==> src/rtl/seg7_pkg.sv <==
// Shared definitions for the seven-segment display path: width helper,
// anode-off constant and segment bit positions used by the digit decoders.
package seg7_pkg;

    // Bits needed to hold values 0..value-1, never less than one bit.
    function automatic int clog2(input int value);
        int w;
        w = 1;
        for (int i = 1; i < 31; i++) begin
            if ((1 << i) < value) w = i + 1;
        end
        return w;
    endfunction

    localparam logic [31:0] ANODE_OFF = 32'hFFFF_FFFF;

    localparam int SEG_W_DEFAULT = 7;
    localparam int SEG_A         = 0;
    localparam int SEG_B         = 1;
    localparam int SEG_C         = 2;
    localparam int SEG_D         = 3;
    localparam int SEG_E         = 4;
    localparam int SEG_F         = 5;
    localparam int SEG_G         = 6;

endpackage

==> src/rtl/seg7_prescaler.sv <==
// Refresh-rate divider: asserts tick for one cycle every PRESCALE enabled cycles.
module seg7_prescaler
    import seg7_pkg::*;
#(
    parameter int PRESCALE = 16384
) (
    input  logic clk,
    input  logic rst,
    input  logic en,
    output logic tick
);

    localparam int               CNT_W   = clog2(PRESCALE);
    localparam logic [CNT_W-1:0] CNT_MAX = CNT_W'(PRESCALE - 1);

    logic [CNT_W-1:0] cnt;

    assign tick = en && (cnt == CNT_MAX);

    always_ff @(posedge clk) begin
        if (rst) begin
            cnt <= '0;
        end else if (tick) begin
            cnt <= '0;
        end else if (en) begin
            cnt <= cnt + CNT_W'(1);
        end
    end

endmodule

==> src/rtl/seg7_scan_mux.sv <==
// Self-scanning common-anode seven-segment multiplexer with per-digit blanking,
// global enable and anti-ghosting dead time after every digit switch.
module seg7_scan_mux
    import seg7_pkg::*;
#(
    parameter int NUM_DIGITS = 4,
    parameter int SEG_W      = 7,
    parameter int PRESCALE   = 16384,
    parameter int DEADTIME   = 2
) (
    input  logic                           clk,
    input  logic                           rst,
    input  logic                           en,
    input  logic [NUM_DIGITS*SEG_W-1:0]    di,
    input  logic [NUM_DIGITS-1:0]          dp_in,
    input  logic [NUM_DIGITS-1:0]          blank_mask,
    output logic [NUM_DIGITS-1:0]          an,
    output logic [SEG_W-1:0]               seg_out,
    output logic                           dp_out,
    output logic [clog2(NUM_DIGITS)-1:0]   digit_idx
);

    localparam int                    IDX_W     = clog2(NUM_DIGITS);
    localparam int                    DEAD_W    = clog2(DEADTIME + 1);
    localparam logic [IDX_W-1:0]      LAST_IDX  = IDX_W'(NUM_DIGITS - 1);
    localparam logic [DEAD_W-1:0]     DEAD_LOAD = DEAD_W'(DEADTIME);
    localparam logic [NUM_DIGITS-1:0] OFF       = ANODE_OFF[NUM_DIGITS-1:0];

    logic                  tick;
    logic [DEAD_W-1:0]     dead;
    logic [SEG_W-1:0]      seg_sel;
    logic                  dp_sel;
    logic                  dark;
    logic [NUM_DIGITS-1:0] an_sel;

    seg7_prescaler #(
        .PRESCALE(PRESCALE)
    ) u_prescaler (
        .clk (clk),
        .rst (rst),
        .en  (en),
        .tick(tick)
    );

    // Slot index and dead-time counter both freeze while en is low.
    always_ff @(posedge clk) begin
        if (rst) begin
            digit_idx <= '0;
            dead      <= '0;
        end else if (tick) begin
            digit_idx <= (digit_idx == LAST_IDX) ? '0 : digit_idx + IDX_W'(1);
            dead      <= DEAD_LOAD;
        end else if (en && dead != '0) begin
            dead      <= dead - DEAD_W'(1);
        end
    end

    always_comb begin
        seg_sel = di[digit_idx*SEG_W +: SEG_W];
        dp_sel  = dp_in[digit_idx];
        dark    = !en || (dead != '0) || blank_mask[digit_idx];
        an_sel  = ~(NUM_DIGITS'(1) << digit_idx);
    end

    // Segment data keeps following the selected digit even while its anode is dark.
    always_ff @(posedge clk) begin
        if (rst) begin
            an      <= OFF;
            seg_out <= '0;
            dp_out  <= 1'b0;
        end else begin
            an      <= dark ? OFF : an_sel;
            seg_out <= seg_sel;
            dp_out  <= dp_sel;
        end
    end

endmodule

==> config.mk <==
export PLATFORM = sky130hd
export DESIGN_NAME = seg7_scan_mux
export DESIGN_NICKNAME = d
export VERILOG_FILES = /design/src/rtl/seg7_pkg.sv /design/src/rtl/seg7_prescaler.sv /design/src/rtl/seg7_scan_mux.sv
export SDC_FILE = /design/constraint.sdc
export NUM_CORES = 1
export LEC_CHECK = 0
export BUFFER_PORTS_ARGS = -buffer_cell sky130_fd_sc_hd__buf_2
export CAP_MARGIN = 20
export CORE_MARGIN = 2
export CORE_UTILIZATION = 30
export CTS_CLUSTER_DIAMETER = 30
export DETAILED_ROUTE_END_ITERATION = 6
export MAX_ROUTING_LAYER = met4
export PLACE_DENSITY = 0.53
export SYNTH_ARGS = -nofsm -noshare
export SYNTH_HDL_FRONTEND = slang
export SYNTH_SLANG_ARGS = --single-unit
==> constraint.sdc <==
create_clock -name clk -period 3.1 [get_ports clk]
set_clock_uncertainty 0.15 [all_clocks]
set_input_delay 0.62 -clock clk [delete_from_list [all_inputs] [get_ports clk]]
set_output_delay 0.62 -clock clk [all_outputs]
set_load 0.05 [all_outputs]
==> reports/metrics.cfg <==
[clocking]
cts_buffers=5
htree_levels=2
clk_latency_ns=0.28
cts_sinks=30
cts_tree=done
cts_hold_buf=0
cts_root_buf=clkbuf_8
cts-resized-gates=0
clk_pin_slew_ns=0.06
cts_setup_buffers=0
clock_tree.buffer_depth=2

[synthesis]
synth.avg_cell_area_um2=10.4
syn-cell-area_um2=1430
ys_types=25
syn_inst=137
synth.area.top_cells=dfxtp_1 (42%), mux4_2 (14%), nor2_1 (5.5%), ha_1 (5.3%), xnor2_1 (4.9%)
yosysSeqAreaShare_pct=42.1
synth.top_cell.area_share_pct=42.1
yosysTopAreaCell=dfxtp_1
synth_seq_cells=30
ys_warn_count=0
synth_nets=182

[global_routing]
overflow=0
grt_max_degree=18
first_global_vias=1086
gr-usage-all-layers_pct=12.0
grt_first_pass_wirelength_um=4640
grt_antenna_before_repair=0

[power_and_ir_drop]
power_density_nw_per_um2=453
power_uw=828
ir_drop_mv=0.167
power.leakage_nw=0.750

[worst_setup_path]
critPathBufInv=1
worstPathRequired_ns=2.33
ff2ff_path_depth=5
critPathTopFamily=flip-flops
cp.depth=1
cp-end-kind=output port
slowest_delay_ns=0.66
start_kind=flop
path_cells=buf_2
crit_arrival_ns=1.31
path_class=reg -> out
crit_path_max_fanout=14
crit_path_top_delay_cell=dfxtp_1

[sta]
drv_slew=0
rsz0062_at_grt=no
final.min_clock_period_ns=2.08
relSlewSlack_pct=64.0
setup_ws_ns=1.02
setup_tns_ns=0
holdWs_ns=0.376
post-route-period-util_pct=67.0
hold_viol=0
setup_viol=0
clock.fmax_mhz=481
worstMarginPinSlew_ns=0.539

[placement]
routabilityCongestion=0.764
pre_cts_ws_ns=1.14
dp_hpwl_um=2160
place_area_um2=1730
dp_cells=239
port_buffers=52

[floorplan]
die_w_um=73.0
core_um2=4660
initial_utilization_pct=30.6
die_y_um=73.0
die_area_um2=5330
num_rows=25
pin_count=53

[finish]
area_growth_syn_to_layout_pct=28.1
utilization_pct=39.2
antennaDiodeCount=0
drive_above_1_share_pct=38.3
finalInstanceArea_um2=1830
final_cells=247
nNetsFinal=237
fillers=455

[drt]
wl_um=2760
antenna_left=0
vias_per_cell=4.64
vias=1146
dr.first_iter.drc_count=43
dr.pass1.iters=4
remaining_drc_errors=0
post_drt_wl_per_cell_um=11.2

[min_path]
hp-class=reg -> reg
hold_depth=2

[status]
outcome=complete, no violations

[run]
max_cap_viol_count=0

-- metal layers --
layer	vias to the layer above	global-route usage, %	share of wire (%)
met5	-	-	0
met4	0	5.56	2.1
met3	6	4.97	8.6
met2	52	18.3	46
met1	501	13.8	44
li1	587	-	-
-- cell usage after synthesis --
cell,n
nand3_1,6
nor4_4,1
xor2_1,4
mux2_2,1
inv_1,5
nand2_1,10
buf_6,1
nand4_1,3
mux2i_1,3
a21oi_1,3
ha_1,6
buf_2,2
and4b_1,1
nand4_4,1
nor2_1,21
nor2b_1,10
mux4_2,9
dfxtp_1,30
and4_1,1
clkbuf_1,2
nor4_1,2
or2_4,1
xnor2_1,8
nor3_1,5
o21ai_0,1
-- power by group --
part           total [mW]  internal [mW]  switching, mW
clock               0.327          0.178          0.149
combinational      0.0971         0.0440         0.0531
sequential          0.404          0.398        0.00618
total               0.828          0.620          0.208
-- logic make-up after synthesis --
logic type               share of synthesized area (%)
multiplexers                                      17.1
buffers and inverters                             3.33
AND/OR/NAND/NOR                                   23.5
flip-flops                                        42.1
AO/OA/AOI/OAI                                     1.40
adder cells (fa/ha/maj)                           5.26
XOR/XNOR                                          7.36
-- cell type report --
cell class	count	area, um^2	share of cell area, %
multi-input cells	97	779	42.6
clock inverters	2	12.5	0.684
flip-flops and latches	30	601	32.8
well taps	54	67.6	3.69
clock buffers	6	82.6	4.51
inverters	5	18.8	1.03
repair buffers	53	268	14.6
-- layout by cell type, fill, tap and decap left out, drive strengths merged, types with 4 or more instances in the layout --
cell type  instances
dfxtp             30
nor2              21
mux4               9
nand3              6
xor2               4
nor2b             10
inv                5
nand2             10
buf               53
clkbuf             6
xnor2              8
ha                 6
nor3               5
nand4              4
-- flip-flops by register name, summed over array words and instances, names as in the netlist --
signal and cells:
dead 2, u_prescaler.cnt 14, digit_idx 2, seg_out 7
an 4, dp_out 1
-- worst paths after layout --
path	startpoint	endpoint	slack [ns]
hold / removal	dead[0]	dead[0]	0.38
setup reg to reg	u_prescaler.cnt[0]	u_prescaler.cnt[0]	1.30
hold reg to reg	dead[0]	dead[0]	0.38
setup / recovery	digit_idx[1]	digit_idx[1]	1.02
(Power assumes the default switching activity.)
